`config.mk`:
```
export PLATFORM = sky130hd
export DESIGN_NAME = load_store_unit_flat
export DESIGN_NICKNAME = d
export VERILOG_FILES = /design/src/rtl/load_store_unit_if.sv /design/src/rtl/load_store_unit.sv /design/src/flat_wrapper.sv
export SDC_FILE = /design/constraint.sdc
export NUM_CORES = 1
export LEC_CHECK = 0
export CAP_MARGIN = 5
export CELL_PAD_IN_SITES_DETAIL_PLACEMENT = 1
export CELL_PAD_IN_SITES_GLOBAL_PLACEMENT = 1
export CORE_AREA = 2 2 209 108
export CTS_CLUSTER_DIAMETER = 200
export DETAILED_ROUTE_END_ITERATION = 7
export DIE_AREA = 0 0 211 110
export PLACE_DENSITY = 0.92
export SYNTH_ARGS = -nofsm -noshare
export SYNTH_HDL_FRONTEND = slang
export SYNTH_SLANG_ARGS = --single-unit
```
`constraint.sdc`:
```
create_clock -name clk -period 4.7 [get_ports clk]
set_input_delay 1.41 -clock clk [delete_from_list [all_inputs] [get_ports clk]]
set_output_delay 1.41 -clock clk [all_outputs]
set_load 0.01 [all_outputs]
```
`src/rtl/load_store_unit_if.sv`:
```
// load_store_unit_if: bundles the core request, memory command/read-return and
// load-response signals of the load/store unit.
//   req_*   : core request (valid/ready, we, funct3, byte address, store data)
//   mem_*   : word-aligned memory command channel plus read-return channel
//   resp_*, fromMem, funct3 : one-cycle response to the load-extension stage
// slave modport is the load/store unit's view; master is the core/memory side.
interface load_store_unit_if;
    logic        req_valid;
    logic        req_ready;
    logic        req_we;
    logic [2:0]  req_funct3;
    logic [31:0] req_addr;
    logic [31:0] req_wdata;
    logic        mem_valid;
    logic        mem_ready;
    logic        mem_we;
    logic [31:0] mem_addr;
    logic [3:0]  mem_wstrb;
    logic [31:0] mem_wdata;
    logic        mem_rvalid;
    logic [31:0] mem_rdata;
    logic        resp_valid;
    logic        resp_err;
    logic [31:0] fromMem;
    logic [2:0]  funct3;
    modport slave (
        input  req_valid, req_we, req_funct3, req_addr, req_wdata,
        input  mem_ready, mem_rvalid, mem_rdata,
        output req_ready, mem_valid, mem_we, mem_addr, mem_wstrb, mem_wdata,
        output resp_valid, resp_err, fromMem, funct3
    );
    modport master (
        output req_valid, req_we, req_funct3, req_addr, req_wdata,
        output mem_ready, mem_rvalid, mem_rdata,
        input  req_ready, mem_valid, mem_we, mem_addr, mem_wstrb, mem_wdata,
        input  resp_valid, resp_err, fromMem, funct3
    );
endinterface

```
`src/rtl/load_store_unit.sv`:
```
// load_store_unit: RV32 load/store unit splitting misaligned accesses into two
// word-aligned memory commands and returning raw (unextended) load data.
//   clk     : rising-edge clock
//   reset_n : asynchronous active-low reset, aborts any transaction
//   bus     : load_store_unit_if.slave (request, memory command/return, response)
module load_store_unit (
    input logic             clk,
    input logic             reset_n,
    load_store_unit_if.slave bus
);
    typedef enum logic [2:0] {IDLE, CMD0, WAIT0, CMD1, WAIT1, RESP} state_t;
    state_t      state_q, state_d;
    logic        run_q, run_d, we_q, we_d, err_q, err_d;
    logic [2:0]  funct3_q, funct3_d;
    logic [29:0] word_q, word_d;
    logic [1:0]  off_q, off_d;
    logic [31:0] wdata_q, wdata_d, rdata0_q, rdata0_d, rdata1_q, rdata1_d;
    logic        split, in_cmd1, illegal;
    logic [3:0]  mask;
    logic [7:0]  strb64;
    logic [63:0] wdata64;
    logic [31:0] load_word;
    always_comb begin
        mask      = funct3_q[1:0] == 2'b00 ? 4'b0001 : funct3_q[1:0] == 2'b01 ? 4'b0011 : 4'b1111;
        split     = (funct3_q[1:0] == 2'b01 && off_q == 2'd3) || (funct3_q[1:0] == 2'b10 && off_q != 2'd0);
        wdata64   = {32'b0, wdata_q} << {off_q, 3'b000};
        strb64    = {4'b0, mask} << off_q;
        load_word = 32'({rdata1_q, rdata0_q} >> {off_q, 3'b000});
        illegal   = bus.req_funct3[1:0] == 2'b11 || (bus.req_we && bus.req_funct3[2]);
        in_cmd1   = state_q == CMD1;
    end
    // req_ready stays low until the first edge after reset release (run_q).
    assign bus.req_ready  = state_q == IDLE && run_q;
    assign bus.mem_valid  = state_q == CMD0 || state_q == CMD1;
    assign bus.mem_we     = bus.mem_valid && we_q;
    assign bus.mem_addr   = bus.mem_valid ? {word_q + (in_cmd1 ? 30'd1 : 30'd0), 2'b00} : 32'b0;
    assign bus.mem_wstrb  = bus.mem_we ? (in_cmd1 ? strb64[7:4] : strb64[3:0]) : 4'b0;
    assign bus.mem_wdata  = bus.mem_we ? (in_cmd1 ? wdata64[63:32] : wdata64[31:0]) : 32'b0;
    assign bus.resp_valid = state_q == RESP;
    assign bus.resp_err   = bus.resp_valid && err_q;
    assign bus.fromMem    = (bus.resp_valid && !we_q && !err_q) ? load_word : 32'b0;
    assign bus.funct3     = funct3_q;
    always_comb begin
        state_d  = state_q;
        run_d    = 1'b1;
        we_d     = we_q;
        err_d    = err_q;
        funct3_d = funct3_q;
        word_d   = word_q;
        off_d    = off_q;
        wdata_d  = wdata_q;
        rdata0_d = rdata0_q;
        rdata1_d = rdata1_q;
        case (state_q)
            IDLE: if (bus.req_valid && run_q) begin
                we_d     = bus.req_we;
                funct3_d = bus.req_funct3;
                word_d   = bus.req_addr[31:2];
                off_d    = bus.req_addr[1:0];
                wdata_d  = bus.req_wdata;
                rdata0_d = 32'b0;
                rdata1_d = 32'b0;
                err_d    = illegal;
                state_d  = illegal ? RESP : CMD0;
            end
            CMD0:  if (bus.mem_ready) state_d = we_q ? (split ? CMD1 : RESP) : WAIT0;
            WAIT0: if (bus.mem_rvalid) begin
                rdata0_d = bus.mem_rdata;
                state_d  = split ? CMD1 : RESP;
            end
            CMD1:  if (bus.mem_ready) state_d = we_q ? RESP : WAIT1;
            WAIT1: if (bus.mem_rvalid) begin
                rdata1_d = bus.mem_rdata;
                state_d  = RESP;
            end
            default: state_d = IDLE;
        endcase
    end
    always_ff @(posedge clk or negedge reset_n) begin
        if (!reset_n) begin
            state_q  <= IDLE;
            run_q    <= 1'b0;
            we_q     <= 1'b0;
            err_q    <= 1'b0;
            funct3_q <= 3'b0;
            word_q   <= 30'b0;
            off_q    <= 2'b0;
            wdata_q  <= 32'b0;
            rdata0_q <= 32'b0;
            rdata1_q <= 32'b0;
        end else begin
            state_q  <= state_d;
            run_q    <= run_d;
            we_q     <= we_d;
            err_q    <= err_d;
            funct3_q <= funct3_d;
            word_q   <= word_d;
            off_q    <= off_d;
            wdata_q  <= wdata_d;
            rdata0_q <= rdata0_d;
            rdata1_q <= rdata1_d;
        end
    end
endmodule

```
`src/flat_wrapper.sv`:
```
// flat-port wrapper written by rule: the top's interface ports become plain ports
module load_store_unit_flat 
  (clk, reset_n, bus_req_valid, bus_req_we, bus_req_funct3, bus_req_addr, bus_req_wdata, bus_mem_ready, bus_mem_rvalid, bus_mem_rdata, bus_req_ready, bus_mem_valid, bus_mem_we, bus_mem_addr, bus_mem_wstrb, bus_mem_wdata, bus_resp_valid, bus_resp_err, bus_fromMem, bus_funct3);
  load_store_unit_if bus_i ();
  input logic clk;
  input logic reset_n;
  input wire logic [$bits(bus_i.req_valid)-1:0] bus_req_valid;
  input wire logic [$bits(bus_i.req_we)-1:0] bus_req_we;
  input wire logic [$bits(bus_i.req_funct3)-1:0] bus_req_funct3;
  input wire logic [$bits(bus_i.req_addr)-1:0] bus_req_addr;
  input wire logic [$bits(bus_i.req_wdata)-1:0] bus_req_wdata;
  input wire logic [$bits(bus_i.mem_ready)-1:0] bus_mem_ready;
  input wire logic [$bits(bus_i.mem_rvalid)-1:0] bus_mem_rvalid;
  input wire logic [$bits(bus_i.mem_rdata)-1:0] bus_mem_rdata;
  output wire logic [$bits(bus_i.req_ready)-1:0] bus_req_ready;
  output wire logic [$bits(bus_i.mem_valid)-1:0] bus_mem_valid;
  output wire logic [$bits(bus_i.mem_we)-1:0] bus_mem_we;
  output wire logic [$bits(bus_i.mem_addr)-1:0] bus_mem_addr;
  output wire logic [$bits(bus_i.mem_wstrb)-1:0] bus_mem_wstrb;
  output wire logic [$bits(bus_i.mem_wdata)-1:0] bus_mem_wdata;
  output wire logic [$bits(bus_i.resp_valid)-1:0] bus_resp_valid;
  output wire logic [$bits(bus_i.resp_err)-1:0] bus_resp_err;
  output wire logic [$bits(bus_i.fromMem)-1:0] bus_fromMem;
  output wire logic [$bits(bus_i.funct3)-1:0] bus_funct3;
  assign bus_i.req_valid = bus_req_valid;
  assign bus_i.req_we = bus_req_we;
  assign bus_i.req_funct3 = bus_req_funct3;
  assign bus_i.req_addr = bus_req_addr;
  assign bus_i.req_wdata = bus_req_wdata;
  assign bus_i.mem_ready = bus_mem_ready;
  assign bus_i.mem_rvalid = bus_mem_rvalid;
  assign bus_i.mem_rdata = bus_mem_rdata;
  assign bus_req_ready = bus_i.req_ready;
  assign bus_mem_valid = bus_i.mem_valid;
  assign bus_mem_we = bus_i.mem_we;
  assign bus_mem_addr = bus_i.mem_addr;
  assign bus_mem_wstrb = bus_i.mem_wstrb;
  assign bus_mem_wdata = bus_i.mem_wdata;
  assign bus_resp_valid = bus_i.resp_valid;
  assign bus_resp_err = bus_i.resp_err;
  assign bus_fromMem = bus_i.fromMem;
  assign bus_funct3 = bus_i.funct3;
  load_store_unit u_core (.clk(clk), .reset_n(reset_n), .bus(bus_i));
endmodule
```
# After elaboration in Yosys (flattened, before gate mapping)
# Cells that the tools add are included.
# totals
ff_bits	137
latch_bits	0
mem_bits_rw	0
romBits	0
output_inout_bits	108
wordCells	74
mem_count	0
# op_classes
n_addsub	1
n_mul	0
div	0
magnitude_cmp	0
eq_ne	14
shifts	3
muxes	23
bitwise	0
n_reduce_logical	23
# ops
op	count
32-bit 2-to-1 mux	6
32-bit one-hot mux with 2 select lines	2
32-bit by 5-bit << shifter with 64-bit output	1
64-bit by 5-bit right shift with 32-bit output	1
30-bit adder	1
3-bit 2-to-1 mux	8
4-bit 2-to-1 mux	4
3-bit one-hot mux with 5 select lines	1
2-bit inequality test (second input constant)	5
1-bit logical AND	9
4-bit by 2-bit << shifter with 8-bit output	1
2-bit equality test (second input constant)	3
3-bit by 2-bit equality test with 1-bit output (second input constant)	2
3-bit equality test (second input constant)	2
3-bit AND reduction	2
2-bit nonzero test	3
5-bit AND reduction	1
3-bit by 1-bit equality test with 1-bit output (second input constant)	1
3-bit logical NOT	1
1-bit logical OR	3
2-bit by 1-bit equality test with 1-bit output (second input constant)	1
1-bit logical NOT	2
2-bit logical NOT	1
1-bit 2-to-1 mux	2
2-bit AND reduction	1

# Longest topological paths before layout
# Gate-level depths: netlist of run 1.
# depth
ltp_word	7
mapped_depth	12

# Worst setup path before layout of run 1
# No wires, ideal clock.
# synth_path
path_kind	register -> output
startpoint	reg u_core.state_q[0]
endpoint	out bus_mem_addr[25]
arrival_time_ns	2.728
t_required_ns	3.290
slack_ns	0.562
path_stages_with_launch	13
path_cell_list	dfrtp_1 > clkbuf_1 > nand2b_1 > buf_2 > clkinv_1 > nand2_1 > inv_1 > ha_1 > and3_1 > clkbuf_1 > nand2_1 > or4_1 > a21oi_1
# synth_via
elab_chain_cells	4
# synth_rtl
element	line_no	rtl
start, declared	load_store_unit.sv:12	state_t state_q, state_d;
start signal, assigned	load_store_unit.sv:92	state_q <= state_d;
3-bit by 2-bit equality test with 1-bit output	load_store_unit.sv:30, load_store_unit.sv:34	
1-bit 2-to-1 mux	load_store_unit.sv:36	assign bus.mem_addr = bus.mem_valid ? {word_q + (in_cmd1 ? 30'd1 : 30'd0), 2'b00} : 32'b0;
30-bit adder	load_store_unit.sv:36	
32-bit 2-to-1 mux (*)	load_store_unit.sv:36	
end, declared	flat_wrapper.sv:18	output wire logic [$bits(bus_i.mem_addr)-1:0] bus_mem_addr;
# Mark *: on every way between the ends. The rest lies on a longest branch, timed or not.

# Final worst setup path of run 1
# layout_path
startpoint	reg u_core.state_q[2]
endpoint	out bus_mem_addr[25]
# Same word-level chain as after synthesis.

==> results of run 1 <==
[sequential cells by signal, summed over array words and instances (netlist names)]
name and flops:
u_core.err_q 1, u_core.rdata1_q 24, u_core.word_q 30, u_core.rdata0_q 32
u_core.state_q 3, u_core.run_q 1, u_core.wdata_q 32, u_core.bus.funct3 3
u_core.we_q 1, u_core.off_q 2
[cells in the final DEF (no fill, tap or decap), types with 2 or more instances in the layout]
cell type          n
nand2_1          129
xnor2_1            5
and4_1             4
a21oi_1           23
clkinv_2           3
nor2b_1           11
conb_1             3
and2_1             6
clkbuf_16         17
ha_1               2
nor3_1            11
a31oi_1            2
nand4_1            9
o21ai_0           46
mux2_2            78
bufinv_16          2
mux2i_1           18
inv_6              2
diode_2            2
dfrtp_1          127
clkdlybuf4s50_1  208
a2bb2oi_1         16
o31ai_1            8
clkbuf_8           2
nor2_1            56
nand2b_1           4
inv_1              6
or4_1              8
buf_4             24
or3_1              5
mux4_2            32
nand3_1           36
and3_1            35
a211oi_1          23
xor2_1             8
nor4_1             2
clkinvlp_4         4
[power by group through the flow]
stage | clock [uW] | sequential (uW) | combinational, uW
after floorplan | 0 | 1880 | 2040
after detailed placement | 0 | 2160 | 3070
after CTS | 1370 | 2150 | 3090
after global routing | 1420 | 2240 | 3340
after global placement | 0 | 2100 | 2940
final | 1350 | 2170 | 3070
[repair_timing]
action	CTS	global route
resized for setup	1	4
setup endpoints to repair	3	6
cloned	0	0
[per-stage QoR]
| step | setup slack [ns] | utilization | hold WS, ns |
|---|---|---|---|
| 3_3_place_gp | 0.533 | 0.479 | 0.463 |
| 3_5_place_dp | 0.422 | 0.479 | 0.478 |
| 2_1_floorplan | 0.562 | - | 0.445 |
| 4_1_cts | 0.0596 | 0.507 | 0.492 |
| 6_report | 0.159 | 0.508 | 0.487 |
| 5_1_grt | -0.0210 | 0.508 | 0.533 |
[layout make-up]
class,instances,area [sq um],area share
clock buffer,20,457,0.0421
timing repair buffer,235,2310,0.213
clock inverter,12,131,0.0121
tap,280,350,0.0323
inverter,7,26.3,0.00242
antenna,2,5.00,0.000462
sequential,129,3230,0.298
multi-input combinational,601,4330,0.400
[worst min-delay path: cells and delay by family, from the launching register on]
family          cells  cell delay [ns]
compound gates      1             0.06
flops               1             0.35
simple gates        1             0.05
[final timing paths]
path | from | endpoint | slack (ns) | depth (start not counted)
setup / recovery | u_core.state_q[2]$_DFFE_PN0P_ | bus_mem_addr[25] | 0.16 | 10
hold / removal | u_core.rdata0_q[7]$_DFFE_PN0P_ | u_core.rdata0_q[7]$_DFFE_PN0P_ | 0.49 | 2
setup reg to reg | u_core.state_q[1]$_DFFE_PN0P_ | u_core.rdata1_q[12]$_DFFE_PN0P_ | 2.12 | 7
hold reg to reg | u_core.rdata0_q[7]$_DFFE_PN0P_ | u_core.rdata0_q[7]$_DFFE_PN0P_ | 0.49 | 2
max in group asynchronous | reset_n | u_core.word_q[1]$_DFFE_PN0P_ | 2.74 | 2
min in group asynchronous | reset_n | u_core.rdata0_q[3]$_DFFE_PN0P_ | 1.08 | 1
[kinds of logic after synthesis]
kind of cell               Yosys count  share of synthesized area
AOI/OAI and AO/OA                  128                      0.104
muxes                              128                      0.227
DFF                                129                      0.412
adders and majority gates            3                    0.00447
buffers and inverters               76                     0.0390
other                                2                   0.000959
xor gates and xnor gates            13                     0.0145
and+or+nand+nor                    326                      0.198
[layer usage]
metal | vias to the layer above | wire [um]
met5 | - | 0
met1 | 3715 | 13600
met2 | 197 | 13100
met3 | 21 | 1520
met4 | 0 | 299
li1 | 3281 | -
==> results.py, run 1 <==
metrics = {
    "status": {
        "status": "finished, final reports clean",
    },
    "sta": {
        "layout_min_cycle_time_ns": 4.54,
        "period_share": 0.966,
        "fin_tns_setup_ns": 0,
        "drv_slew": 0,
        "skew_ns": 0.0112,
        "worst_pin_slew_ns": 1.11,
        "relSlewSlack": 0.263,
        "finalSetupViolations": 0,
        "grt_setup_unrepaired": "yes",
        "hold_violations": 0,
        "fmax_mhz": 220,
    },
    "finish": {
        "fillers": 2342,
        "final_nets": 1098,
        "stdcell_count": 1286,
        "syn_to_final_growth_pct": 38.4,
        "finish.instance_area_sq_um": 10800,
        "drive_gt1_frac": 0.177,
    },
    "clock_tree": {
        "post_cts_buffers": 0,
        "htreeDepth": 4,
        "cts_root_buf": "clkbuf_16",
        "clk_pin_slew_ns": 0.06,
        "clock_latency_ns": 0.43,
        "clock_tree.buffer_depth": 2,
        "hold_buffers": 0,
        "clock-sinks": 129,
        "cts_tree": "yes",
        "cts_made_buffers": 17,
    },
    "global_routing": {
        "globalRouteMet3Util": 0.0507,
        "antenna_found_initial": 2,
        "grt_util_all_layers": 0.252,
        "grt_pass1_vias": 7468,
        "grt_overflow_total": 0,
        "grt_max_degree": 102,
        "grt_pass1_wl_um": 44300,
        "top_usage_layer": "met2",
        "met2_usage": 0.398,
        "grt_use_met1": 0.357,
    },
    "floorplan": {
        "rows": 38,
        "die_h_um": 110,
        "die_width_um": 211,
        "die_area_sq_um": 23200,
        "initial_core_util": 0.367,
        "coreArea_sq_um": 21300,
        "io_pins": 213,
    },
    "detailed_routing": {
        "wl_per_cell_um": 22.2,
        "drc": 0,
        "ant_nets": 0,
        "vias": 7214,
        "drt-total-wl_um": 28600,
        "drt-initial-drc-count": 474,
        "drtPass1Iterations": 5,
        "via_per_inst": 5.61,
    },
    "logic_synthesis": {
        "netlist.area_leader.share": 0.412,
        "synthArstFlopShare": 1.00,
        "synth.distinct_cells": 49,
        "synth_area_per_cell_sq_um": 9.73,
        "synthFlopType": "dfrtp_1",
        "yosys-top-cells-count": "nand2_1 (131), dfrtp_1 (129), mux2_2 (78), nor2_1 (56), clkbuf_1 (55)",
        "synth_seq_cells": 129,
        "synth_most_common_cell": "nand2_1",
        "synth_area_sq_um": 7830,
        "synth_area_leader_cell": "dfrtp_1",
        "yosys_warnings": 0,
        "yosys-top-cells-area": "dfrtp_1 (41%), mux2_2 (11%), mux4_2 (9.2%), nand2_1 (6.3%), o21ai_0 (2.9%)",
        "yosysSeqAreaShare": 0.412,
        "syn_inst": 805,
        "synth_edf_count": 0,
    },
    "flow_run": {
        "cap_violations": 0,
    },
    "place": {
        "port_buffers": 210,
        "dpl.cell_count": 1252,
        "dpl_cell_area_sq_um": 10200,
        "hpwl_um": 20400,
        "gp_congestion": 0.872,
    },
    "power_and_ir_drop": {
        "power.internal_uw": 3940,
        "peakVddDrop_v": 0.000249,
        "sw_frac_of_total": 0.403,
        "combPwrFrac": 0.465,
        "p_seq_frac": 0.330,
        "powerDensity_nw_per_um2": 608,
        "p_clk_frac": 0.205,
        "p_leak_uw": 0.00448,
        "p_total_uw": 6590,
        "p_switching_uw": 2650,
    },
    "worst_setup_path": {
        "slowest_stage": "clkdlybuf4s50_1",
        "setup.worst_path.start_class": "flop",
        "cp_cell_sequence": "nand2b_1 > clkinv_1 > nand2_1 > inv_1 > ha_1 > and3_1 > nand2_2 > or4_1 > a21oi_1 > clkdlybuf4s50_1",
        "timing.setup.critical_path_class": "flop to output pin",
        "arrival_ns": 3.13,
        "cp_data_required_time_ns": 3.29,
        "cp_top_family": "simple AND/OR/NAND/NOR gates",
        "cp_max_fo": 10,
        "cp-end-kind": "output pin",
        "max_stage_delay_ns": 0.57,
        "crit_buf_inv": 3,
    },
    "worst_hold_path": {
        "hold_path.class": "flop to flop",
    },
}
Power figures use the tool's default switching activity.
==> inputs of run 2 (changes only) <==
- CTS_CLUSTER_DIAMETER: 200 -> 50
==> results of run 2 <==
Same layout as run 1: the final DEF is identical, and so are final timing and power.
==> inputs of run 3 (changes only) <==
- CORE_AREA: 2 2 209 108 -> 2 2 157 144
- DIE_AREA: 0 0 211 110 -> 0 0 159 146
- PLACE_DENSITY: 0.92 -> 0.91
==> run 3 against run 2 <==
Sequential power about the same. Critical path depth down 5. Non-clock buffer count up 1. Clock power up 7%. Combinational power down 3%. Core utilization up 0.055 points. Count of clock-buffer cells in the layout unchanged. Power about the same. Sequential cell count unchanged. Die area about the same. Critical path type unchanged. Largest cell class unchanged. Largest power group unchanged. Highest routed layer unchanged.
==> results.py, run 3 (synthesized netlist as in run 1, its figures left out) <==
metrics = {
    "status": {
        "status": "finished, final reports clean",
    },
    "power_and_ir_drop": {
        "p_leak_uw": 0.00449,
        "powerDensity_nw_per_um2": 604,
        "peakVddDrop_v": 0.000264,
        "p_total_uw": 6590,
    },
    "finish": {
        "drive_gt1_frac": 0.179,
        "final_util": 0.508,
        "final_nets": 1099,
        "mostFrequentLayoutCell": "clkdlybuf4s50_1",
        "reg.largest.list": "u_core.rdata0_q: 32 flops, u_core.wdata_q: 32 flops, u_core.word_q: 30 flops",
        "fillers": 2383,
        "syn_to_final_growth_pct": 39.2,
        "final_cell_mix": "clkdlybuf4s50_1 (209), nand2_1 (129), dfrtp_1 (127), mux2_2 (78), nor2_1 (56)",
    },
    "sta": {
        "fmax_mhz": 222,
        "hold_violations": 0,
        "layout_min_cycle_time_ns": 4.50,
        "period_share": 0.957,
        "skew_ns": 0.0104,
        "drv_slew": 0,
        "worst_pin_slew_ns": 1.07,
        "relSlewSlack": 0.288,
        "fin_hold_ws_ns": 0.485,
        "fin_tns_setup_ns": 0,
        "finalSetupViolations": 0,
        "grt_setup_unrepaired": "no",
    },
    "clock_tree": {
        "cts_root_buf": "clkbuf_16",
        "clock_latency_ns": 0.43,
        "hold_buffers": 0,
        "cts_made_buffers": 17,
        "clk_pin_slew_ns": 0.07,
        "cts_tree": "yes",
        "clock-sinks": 129,
        "cts_resized": 2,
        "clock_tree.buffer_depth": 2,
        "htreeDepth": 4,
        "post_cts_buffers": 0,
    },
    "global_routing": {
        "grt_pass1_vias": 7757,
        "antenna_found_initial": 1,
        "grt_overflow_total": 0,
        "grt_util_all_layers": 0.229,
        "grt_pass1_wl_um": 42400,
        "grt_max_degree": 97,
    },
    "detailed_routing": {
        "ant_nets": 0,
        "drtPass1Iterations": 4,
        "wl_per_cell_um": 20.3,
        "via_per_inst": 5.53,
        "drc": 0,
        "drt-initial-drc-count": 411,
        "drt-total-wl_um": 26300,
        "vias": 7175,
    },
    "floorplan": {
        "initial_core_util": 0.365,
        "rows": 51,
        "coreArea_sq_um": 21400,
        "die_width_um": 159,
        "die_area_sq_um": 23200,
        "die_h_um": 146,
        "io_pins": 213,
    },
    "worst_setup_path": {
        "timing.setup.critical_path_class": "flop to output pin",
        "r2r_start": "u_core.state_q[1]$_DFFE_PN0P_",
        "cp_data_required_time_ns": 3.29,
        "critPathLaunch": "u_core.word_q[7]$_DFFE_PN0P_",
        "cp-end-kind": "output pin",
        "cp_max_fo": 18,
        "setup.worst_path.start_class": "flop",
        "arrival_ns": 3.09,
    },
    "place": {
        "gp_congestion": 0.823,
        "hpwl_um": 18700,
        "port_buffers": 210,
    },
    "worst_hold_path": {
        "holdCritStartpoint": "u_core.rdata0_q[5]$_DFFE_PN0P_",
        "hold_path.class": "flop to flop",
    },
    "flow_run": {
        "cap_violations": 0,
    },
}
run 3: power by group:
group / switching [uW] / leakage (uW) / internal [uW]
clock network: 528 / 0.000302 / 919
logic: 1410 / 0.00256 / 1560
registers: 606 / 0.00163 / 1560
total: 2550 / 0.00449 / 4040
run 3: metrics by stage:
step                      setup slack (ns)  cell area [sq um]  std cells
final                                0.203              10900       1297
after global routing               0.00350              10900       1297
after CTS                           0.0685              10900       1296
after detailed placement             0.444              10200       1264
after global placement               0.503              10200       1264
after floorplan                      0.562               7840        806
run 3: cell type report:
type	instances	area [sq um]	area share
Inverter	7	26.3	0.00241
Clock inverter	12	183	0.0168
Timing Repair Buffer	236	2300	0.211
Antenna cell	1	2.50	0.000230
Clock buffer	20	457	0.0419
Tap cell	291	364	0.0334
Multi-Input combinational cell	601	4340	0.398
Sequential cell	129	3230	0.297
run 3: critical path: stages (launching register included):
cell             delay (ns)
dfrtp_1                0.48
nand4_2                0.20
or4_4                  0.68
or4_1                  0.57
a21oi_2                0.18
clkdlybuf4s50_1        0.55
run 3: path summary, 6_finish.rpt:
| path | cells after the start | endpoint | slack (ns) |
|---|---|---|---|
| worst min-delay path | 2 | u_core.rdata0_q[5]$_DFFE_PN0P_ | 0.48 |
| worst min register to register | 2 | u_core.rdata0_q[5]$_DFFE_PN0P_ | 0.48 |
| min in group asynchronous | 1 | u_core.rdata0_q[29]$_DFFE_PN0P_ | 1.09 |
| max in group asynchronous | 2 | u_core.word_q[25]$_DFFE_PN0P_ | 2.72 |
| worst max-delay path | 5 | bus_mem_addr[31] | 0.20 |
| worst max register to register | 7 | u_core.rdata0_q[10]$_DFFE_PN0P_ | 2.46 |
run 3: layer usage:
metal  GRT usage  wire [um]  share of wire  up-vias
li1            -          -              -     3270
met1       0.285      11200           0.43     3657
met2       0.388      13100           0.50      191
met3      0.0482       1120          0.043       57
met4      0.0968        863          0.033        0
met5           0          0              0        -
==> RTL change (config.mk and constraints of run 3) <==
Reset style: synchronous (`reset_n`), changed in one clocked block. Comments in the files are not updated.
--- a/src/rtl/load_store_unit.sv
+++ b/src/rtl/load_store_unit.sv
@@ -78,3 +78,3 @@
     end
-    always_ff @(posedge clk or negedge reset_n) begin
+    always_ff @(posedge clk) begin
         if (!reset_n) begin
Check against the original RTL: differs if reset_n is asserted again (counterexample within 4 cycles, from zero or initial values and one cycle with reset_n low); with reset_n held inactive, the same outputs for 4 cycles.
==> RTL change against run 3 <==
Wire length grew 10%; non-clock buffer count fell by 5; sequential cell count did not move; cell area is 2.2% lower; sequential share of layout area shrank 5.4 points; setup slack worse by 0.063 ns; hold slack got worse by 0.0072 ns; count of clock-buffer cells in the layout shrank 2; critical path depth up 4; area after synthesis shrank 1.4%.
Power is not compared: it rests on default switching activity, and its combinational part moved more than twofold at a synthesized area within 25%.
==> RTL change: results (changes against run 3) <==
register area share after synthesis: 0.335 (-0.0777)
FF+latch area: 2590 µm² (-20%)
xor/xnor share of the synthesized area: 0.0125 (-0.00206)
footprint of the multi-input gates: 4740 µm² (+9.3%)
Inverters: 15 (+8)
Final Wtd Congestion: 0.893 (+8.5%)
Pwr Total: 3070 µW
Multi-In Gates: 730 (+21%)
Post-synth top cells: nand2_1 (190), dfxtp_1 (129), a21boi_0 (100), clkbuf_1 (73), a21oi_1 (61)
status: finished, final reports clean
M3 GR Usage: 0.0425 (-0.00570)
DP Area: 10000 µm² (-2.2%)
Non-Clock Buffer Count: 231 (-2.1%)
Post-DP HPWL: 20000 µm (+7.0%)
GR Util met1: 0.308 (+0.0231)
Final nets: 1231 (+12%)
largest net degree at the start of global routing: 95 (-2.1%)
share of flip-flops with an asynchronous set or reset: 0 (-1.00)
DRT Wirelength: 29000 µm (+10%)
Finished Layout Cells: 1430 (+10%)
M1 WL: 12500 µm (+11%)
buffer share of cell area: 0.214 (+0.00309)
Post-synth top flop: dfxtp_1
clock buffer count: 18 (-10%)
final setup skew: 0.0130 ns (+0.00262 ns)
met2 wire length: 14000 µm (+7.1%)
mux cell area share after synthesis: 0.130 (-0.0975)
gr usage total: 0.245 (+0.0153)
## RTL change: final timing paths
| check | from | end | slack [ns] | cells past startpoint |
|---|---|---|---|---|
| worst max register to register | u_core.state_q[1]$_SDFFE_PN0P_ | u_core.wdata_q[22]$_SDFFE_PN0P_ | 2.23 | 6 |
| worst max-delay path | u_core.state_q[2]$_SDFFE_PN0P_ | bus_mem_addr[25] | 0.14 | 9 |
| worst min-delay path | u_core.bus.funct3[2]$_SDFFE_PN0P_ | u_core.bus.funct3[2]$_SDFFE_PN0P_ | 0.48 | 2 |
| worst min register to register | u_core.bus.funct3[2]$_SDFFE_PN0P_ | u_core.bus.funct3[2]$_SDFFE_PN0P_ | 0.48 | 2 |
## RTL change: what timing repair did
| action | CTS | global route |
|---|---|---|
| buffers inserted | 0 | 0 |
| resized for setup | 2 | 7 |
| endpoints found under the hold margin | 0 | 0 |
| setup endpoints to repair | 2 | 8 |
